File: src/rtl/uart_tx_ser_pkg.sv
// uart_tx_ser_pkg
// Shared definitions for the UART transmit path: serializer state
// encodings and 8N1 frame constants. Imported by the FIFO and the
// serializer top level.
package uart_tx_ser_pkg;

  // Serializer states, 2-bit encoding.
  typedef enum logic [1:0] {
    ST_IDLE  = 2'd0,
    ST_START = 2'd1,
    ST_DATA  = 2'd2,
    ST_STOP  = 2'd3
  } tx_state_e;

  localparam int DATABITS = 8;
  localparam int STOPBITS = 1;

  // Index of the final data bit, sized to match the bit counter.
  localparam logic [2:0] LAST_DATA_BIT = 3'(DATABITS - 1);

endpackage

File: src/rtl/uart_tx_ser_if.sv
// uart_tx_ser_if
// Byte-write path between the UART front end and the transmit back end.
//   wr_i     push strobe, one byte per asserted cycle
//   data_i   byte to push
//   full_o   FIFO holds BUFSZ bytes
//   usage_o  bytes currently held (0..BUFSZ)
// master: the front end that pushes bytes; slave: the transmit back end.
interface uart_tx_ser_if #(
  parameter int BUFSZ = 2
);

  logic                    wr_i;
  logic [7:0]              data_i;
  logic                    full_o;
  logic [$clog2(BUFSZ):0]  usage_o;

  modport master (
    output wr_i,
    output data_i,
    input  full_o,
    input  usage_o
  );

  modport slave (
    input  wr_i,
    input  data_i,
    output full_o,
    output usage_o
  );

endinterface

File: src/rtl/uart_byte_fifo.sv
// uart_byte_fifo
// Small byte FIFO with registered usage and full flags. Shared by the
// transmit and receive paths.
//   clk_i    clock, rising edge
//   rst_i    synchronous active-high reset; flushes the FIFO
//   wr_i     push strobe (ignored while full)
//   data_i   byte to push
//   rd_i     pop strobe (ignored while empty)
//   data_o   head byte, valid while usage_o != 0
//   full_o   registered, usage_o == BUFSZ
//   usage_o  registered byte count
module uart_byte_fifo
  import uart_tx_ser_pkg::*;
#(
  parameter int BUFSZ = 2
) (
  input  logic                      clk_i,
  input  logic                      rst_i,
  input  logic                      wr_i,
  input  logic [DATABITS-1:0]       data_i,
  input  logic                      rd_i,
  output logic [DATABITS-1:0]       data_o,
  output logic                      full_o,
  output logic [$clog2(BUFSZ):0]    usage_o
);

  localparam int PW = $clog2(BUFSZ);
  localparam logic [PW:0] FULL_COUNT = (PW + 1)'(BUFSZ);

  logic [DATABITS-1:0] mem [BUFSZ];
  logic [PW-1:0]       wptr_q;
  logic [PW-1:0]       rptr_q;
  logic [PW:0]         usage_q;
  logic [PW:0]         usage_d;
  logic                full_q;
  logic                push;
  logic                pop;

  assign push    = wr_i && !full_q;
  assign pop     = rd_i && (usage_q != '0);
  assign data_o  = mem[rptr_q];
  assign full_o  = full_q;
  assign usage_o = usage_q;

  // A simultaneous push and pop leaves the count unchanged.
  always_comb begin
    usage_d = usage_q;
    case ({push, pop})
      2'b10:   usage_d = usage_q + 1'b1;
      2'b01:   usage_d = usage_q - 1'b1;
      default: usage_d = usage_q;
    endcase
  end

  // Pointers wrap naturally at PW bits; full is registered from the
  // next count so it tracks usage_o cycle for cycle.
  always_ff @(posedge clk_i) begin
    if (rst_i) begin
      wptr_q  <= '0;
      rptr_q  <= '0;
      usage_q <= '0;
      full_q  <= 1'b0;
    end else begin
      if (push) wptr_q <= wptr_q + 1'b1;
      if (pop)  rptr_q <= rptr_q + 1'b1;
      usage_q <= usage_d;
      full_q  <= (usage_d == FULL_COUNT);
    end
  end

  // Storage needs no reset; the pointers define what is valid.
  always_ff @(posedge clk_i) begin
    if (push) mem[wptr_q] <= data_i;
  end

endmodule

File: src/rtl/uart_tx_ser.sv
// uart_tx_ser
// UART transmit back end: buffers bytes in a FIFO and serialises them as
// 8N1 frames with a run-time programmable bit period.
//   clk_i     clock, rising edge
//   rst_i     synchronous active-high reset
//   bus       byte-write path (wr_i, data_i, full_o, usage_o)
//   clkdiv_i  bit period minus one, latched at each frame start
//   tx_o      registered serial line, idles high
//   idle_o    FIFO empty and no frame in flight
module uart_tx_ser
  import uart_tx_ser_pkg::*;
#(
  parameter int BUFSZ       = 2,
  parameter int CLKDIVBITSZ = 16
) (
  input  logic                   clk_i,
  input  logic                   rst_i,
  uart_tx_ser_if.slave           bus,
  input  logic [CLKDIVBITSZ-1:0] clkdiv_i,
  output logic                   tx_o,
  output logic                   idle_o
);

  tx_state_e               state_q;
  tx_state_e               state_d;
  logic                    pop;
  logic                    tx_d;
  logic [DATABITS-1:0]     fifo_data;
  logic [DATABITS-1:0]     shift_q;
  logic [CLKDIVBITSZ-1:0]  period_q;
  logic [CLKDIVBITSZ-1:0]  cnt_q;
  logic [2:0]              bit_q;
  logic                    tick;
  logic                    have_data;

  uart_byte_fifo #(
    .BUFSZ (BUFSZ)
  ) u_fifo (
    .clk_i   (clk_i),
    .rst_i   (rst_i),
    .wr_i    (bus.wr_i),
    .data_i  (bus.data_i),
    .rd_i    (pop),
    .data_o  (fifo_data),
    .full_o  (bus.full_o),
    .usage_o (bus.usage_o)
  );

  assign have_data = (bus.usage_o != '0);
  assign tick      = (cnt_q == '0);
  assign idle_o    = (state_q == ST_IDLE) && !have_data;

  always_ff @(posedge clk_i) begin
    if (rst_i) state_q <= ST_IDLE;
    else       state_q <= state_d;
  end

  always_comb begin
    state_d = state_q;
    case (state_q)
      ST_IDLE:  if (have_data) state_d = ST_START;
      ST_START: if (tick) state_d = ST_DATA;
      ST_DATA:  if (tick && (bit_q == LAST_DATA_BIT)) state_d = ST_STOP;
      ST_STOP:  if (tick) state_d = ST_IDLE;
      default:  state_d = ST_IDLE;
    endcase
  end

  // Line level is decoded from the current state and registered below,
  // so tx_o trails the state by one cycle and never glitches.
  always_comb begin
    pop  = 1'b0;
    tx_d = 1'b1;
    case (state_q)
      ST_IDLE:  pop  = have_data;
      ST_START: tx_d = 1'b0;
      ST_DATA:  tx_d = shift_q[0];
      ST_STOP:  tx_d = 1'b1;
      default:  tx_d = 1'b1;
    endcase
  end

  // Bit-period counter counts down from the divisor latched at the pop;
  // a divisor change only reaches the line at the next frame.
  always_ff @(posedge clk_i) begin
    if (rst_i) begin
      tx_o     <= 1'b1;
      shift_q  <= '0;
      period_q <= '0;
      cnt_q    <= '0;
      bit_q    <= '0;
    end else begin
      tx_o <= tx_d;
      case (state_q)
        ST_IDLE: begin
          if (pop) begin
            shift_q  <= fifo_data;
            period_q <= clkdiv_i;
            cnt_q    <= clkdiv_i;
          end
        end
        ST_START: begin
          if (tick) begin
            cnt_q <= period_q;
            bit_q <= '0;
          end else begin
            cnt_q <= cnt_q - 1'b1;
          end
        end
        ST_DATA: begin
          if (tick) begin
            cnt_q   <= period_q;
            shift_q <= shift_q >> 1;
            bit_q   <= bit_q + 3'd1;
          end else begin
            cnt_q <= cnt_q - 1'b1;
          end
        end
        ST_STOP: begin
          if (!tick) cnt_q <= cnt_q - 1'b1;
        end
        default: begin
          cnt_q <= '0;
        end
      endcase
    end
  end

endmodule
File: src/flat_wrapper.sv
// flat-port wrapper written by rule: the top's interface ports become plain ports
module uart_tx_ser_flat import uart_tx_ser_pkg::*;
#(
  parameter int BUFSZ       = 2,
  parameter int CLKDIVBITSZ = 16
)
  (clk_i, rst_i, clkdiv_i, tx_o, idle_o, bus_wr_i, bus_data_i, bus_full_o, bus_usage_o);
  uart_tx_ser_if #(.BUFSZ(BUFSZ)) bus_i ();
  input  logic clk_i;
  input  logic rst_i;
  input  logic [CLKDIVBITSZ-1:0] clkdiv_i;
  output logic tx_o;
  output logic idle_o;
  input wire logic [$bits(bus_i.wr_i)-1:0] bus_wr_i;
  input wire logic [$bits(bus_i.data_i)-1:0] bus_data_i;
  output wire logic [$bits(bus_i.full_o)-1:0] bus_full_o;
  output wire logic [$bits(bus_i.usage_o)-1:0] bus_usage_o;
  assign bus_i.wr_i = bus_wr_i;
  assign bus_i.data_i = bus_data_i;
  assign bus_full_o = bus_i.full_o;
  assign bus_usage_o = bus_i.usage_o;
  uart_tx_ser #(.BUFSZ(BUFSZ), .CLKDIVBITSZ(CLKDIVBITSZ)) u_core (.clk_i(clk_i), .rst_i(rst_i), .bus(bus_i), .clkdiv_i(clkdiv_i), .tx_o(tx_o), .idle_o(idle_o));
endmodule
File: config.mk
export PLATFORM = sky130hd
export DESIGN_NAME = uart_tx_ser_flat
export DESIGN_NICKNAME = d
export VERILOG_FILES = /design/src/rtl/uart_tx_ser_pkg.sv /design/src/rtl/uart_tx_ser_if.sv /design/src/rtl/uart_byte_fifo.sv /design/src/rtl/uart_tx_ser.sv /design/src/flat_wrapper.sv
export SDC_FILE = /design/constraint.sdc
export NUM_CORES = 1
export LEC_CHECK = 0
export ABC_AREA = 1
export CAP_MARGIN = 20
export CORE_MARGIN = 2
export CORE_UTILIZATION = 60
export DETAILED_ROUTE_END_ITERATION = 6
export DONT_BUFFER_PORTS = 1
export GPL_ROUTABILITY_DRIVEN = 0
export PLACE_DENSITY = 0.8
export REMOVE_ABC_BUFFERS = 1
export SYNTH_ARGS = -nofsm -noshare
export SYNTH_HDL_FRONTEND = slang
export SYNTH_SLANG_ARGS = --single-unit
File: constraint.sdc
create_clock -name clk_i -period 2.32 [get_ports clk_i]
set_input_delay 0.58 -clock clk_i [delete_from_list [all_inputs] [get_ports clk_i]]
set_output_delay 0.58 -clock clk_i [all_outputs]
set_load 0.01 [all_outputs]
==> results of run 1 <==
sequential cells by signal, indices dropped and copies added, names as in the netlist, 2 cells and up, named ones only:
signal / count
u_core.state_q: 2
u_core.u_fifo.usage_o: 2
u_core.cnt_q: 16
u_core.u_fifo.mem: 16
u_core.shift_q: 8
u_core.period_q: 16
u_core.bit_q: 3
cell families (layout without fill, tap and decap cells):
family	Yosys count	after routing	synth area share [%]
compound gates	81	81	12.9
xor+xnor	8	8	2.02
fa+ha+maj	10	10	3.61
buf+inv	58	63	7.34
flops	68	68	43.9
simple gates	251	251	30.2
cells in the final DEF, fill, tap and decap left out:
master      netlist  routed
nand2_2           3       3
xnor2_1           2       2
nor3_1            1       1
clkinv_1          1       1
clkbuf_8          0       9
a31oi_1           2       2
nand3_1          32      32
edfxtp_1         16      16
nor2_2            6       6
nand2_1         108     108
o21ai_0          38      38
clkinv_2          1       1
o22ai_1           1       1
bufinv_16         0       1
xor2_1            6       6
buf_4             1       7
o21bai_1          1       1
o211a_1           1       1
inv_1            38      38
and2_1            1       1
ha_1             10      10
nor2_1           92      92
nand3_4           1       1
o21ai_4           1       1
nand4_1           3       3
nor2_4            1       1
inv_6             0       4
dfxtp_1          52      52
a21oi_1          32      32
or2_2             3       3
clkinvlp_4        0       1
a21oi_2           5       5
clkinv_4          0       1
per-stage QoR:
step	hold WS, ns	utilization, %	area [um2]
2_1_floorplan	0.417	-	3360
3_5_place_dp	0.448	63.2	3500
6_report	0.286	66.9	3710
3_3_place_gp	0.433	63.2	3500
4_1_cts	0.271	66.9	3710
5_1_grt	0.268	66.9	3710
routing by layer:
layer | wire length, um | vias up | track usage (%)
met5 | 0 | - | 0
met4 | 99 | 0 | 7.63
met3 | 472 | 9 | 6.56
met2 | 3110 | 63 | 35.5
met1 | 3340 | 1281 | 32.3
li1 | - | 1531 | -
critical path: cells and delay by family (launching register included):
family	cells	cell delay (ns)
buffers and inverters	3	0.33
AND/OR/NAND/NOR	1	0.18
adder cells (fa/ha/maj)	1	0.20
flip-flops	1	0.35
power by group through the flow:
stage / registers [mW] / clock network [mW] / logic, mW
2_1_floorplan: 1.90 / 0 / 2.33
3_3_place_gp: 1.97 / 0 / 2.89
3_5_place_dp: 1.98 / 0 / 2.97
4_1_cts: 1.95 / 1.02 / 3.00
5_1_grt: 2.01 / 1.07 / 3.43
6_report: 1.95 / 1.00 / 3.00
final cells by class:
class | instances | share of cell area, %
Multi-Input combinational cell | 350 | 45.5
Inverter | 40 | 4.08
Timing Repair Buffer | 7 | 1.42
Sequential cell | 68 | 41.0
Clock inverter | 7 | 2.19
Tap cell | 72 | 2.43
Clock buffer | 9 | 3.34
worst max-delay path by stage:
stage / start / endpoint / slack [ns] / depth (start not counted)
after global routing: u_core.cnt_q[0] / u_core.cnt_q[4] / 0.16 / 9
after global placement: u_core.state_q[0] / u_core.u_fifo.full_o / 0.52 / 10
after floorplan: u_core.state_q[0] / u_core.u_fifo.full_o / 0.16 / 10
after CTS: u_core.cnt_q[0] / u_core.cnt_q[4] / 0.33 / 9
final: u_core.state_q[0] / idle_o / 0.33 / 5
after detailed placement: u_core.cnt_q[0] / u_core.cnt_q[4] / 0.36 / 9
==> results.json, run 1 <==
{
  "synth-seq-cells": 68,
  "nNetsFinal": 513,
  "num_antenna_cells": 0,
  "die_h_um": 80.0,
  "ys_seq_area_share_pct": 43.9,
  "place_inst": 537,
  "clockBufferDepth": 2,
  "wire_per_inst_um": 12.7,
  "crit_chain": "inv_1 -> ha_1 -> inv_1 -> nor2_1 -> buf_4",
  "clock-sinks": 68,
  "p_sw_share_pct": 46.5,
  "async_flop_share_pct": 0,
  "critPathCaptureType": "output port",
  "final_hold_viol_count": 0,
  "slew_headroom_pct": 54.4,
  "vias": 2884,
  "grt_pass1_vias": 2547,
  "clk_latency_ns": 0.35,
  "ir_drop_v": 0.000927,
  "path_class": "flip-flop to output port",
  "clockRootBuffer": "clkbuf_8",
  "drt_wl_total_um": 7020,
  "p_total_mw": 5.96,
  "setup_slack_ns": 0.330,
  "synthTopCellsByArea": "dfxtp_1, edfxtp_1, nand2_1",
  "syn_inst": 476,
  "pwr-share-comb_pct": 50.4,
  "synth_edf_count": 16,
  "synth.top_cell.area_share_pct": 30.1,
  "critPathRequiredTime_ns": 1.74,
  "drc": 0,
  "overflow": 0,
  "r2r_setup_slack_ns": 0.33,
  "fin_worst_skew_ns": 0.00665,
  "yosysMostFrequentCell": "nand2_1",
  "fillerInstances": 494,
  "core_um2": 5540,
  "antenna_found_initial": 0,
  "hold_start": "rst_i",
  "viasPerCell": 5.22,
  "track_usage_pct": 23.4,
  "ys_top_cells_by_count": "nand2_1, nor2_1, dfxtp_1, inv_1, o21ai_0",
  "cts_max_level": 3,
  "synth_area_um2": 3460,
  "reg2reg_to": "u_core.cnt_q[4]",
  "critPathMaxStageDelay_ns": 0.35,
  "grt_pass1_wl_um": 11600,
  "arrival_ns": 1.41,
  "status": "finished, final reports clean",
  "cts_made_buffers": 9,
  "cap_viol_max_count": 0,
  "setup_viol": 0,
  "rr_worst_depth": 9,
  "ant_nets": 0,
  "min_to": "u_core.cnt_q[6]",
  "yosysTopAreaCell": "dfxtp_1",
  "cts_setup_buffers": 0,
  "drive_gt1_share_pct": 9.15,
  "syn_avg_cell_area_um2": 7.27,
  "num_io_pins": 32,
  "cts_resized": 0,
  "power.density_nw_per_um2": 1610,
  "final_max_slew_viol_count": 0,
  "fin_crit_sh_pct": 85.8,
  "internal_power_mw": 3.19,
  "hp-class": "input port to flip-flop",
  "pre_cts_ws_ns": 0.365,
  "p_leak_nw": 1.60,
  "drt_iter0_drc": 253,
  "slowest_stage": "dfxtp_1",
  "clk_transition_reported_paths_ns": 0.08,
  "rows": 27,
  "path_max_fanout": 4,
  "postCtsHoldBufs": 0,
  "initial_core_util_pct": 62.5,
  "switching_power_mw": 2.77,
  "p_seq_share_pct": 32.8,
  "fp.dieW_um": 80.0,
  "multi_input_area_um2": 1690,
  "grt_max_degree": 28,
  "worst_pin_slew_ns": 0.681,
  "dp_hpwl_um": 4780,
  "cpMostUsedCell": "inv_1",
  "ys.flop_type": "dfxtp_1",
  "cts_tree": "yes",
  "fin_crit_ns": 1.99,
  "fmax_mhz": 502,
  "fp.dieArea_um2": 6390,
  "p_clk_share_pct": 16.9,
  "crit_path_start_kind": "flip-flop",
  "synth.distinct_cells": 32,
  "min_path_cells": 1,
  "seq_area_um2": 1520,
  "setup-tns-final_ns": 0,
  "rsz0062_at_grt": "false",
  "layout.cells.non_filler": 553,
  "ys_warn_count": 0,
  "timing.rr.start": "u_core.cnt_q[0]",
  "numPortBuffers": 0,
  "syn_to_final_growth_pct": 7.08,
  "drtPass1Iterations": 4
}
No activity file was read; power rests on OpenSTA's default activity.
==> run 2: changes to the inputs <==
CAP_MARGIN = 10   (was 20)
==> results of run 2 <==
The final DEF is identical to that of run 1; final timing and power are the same.
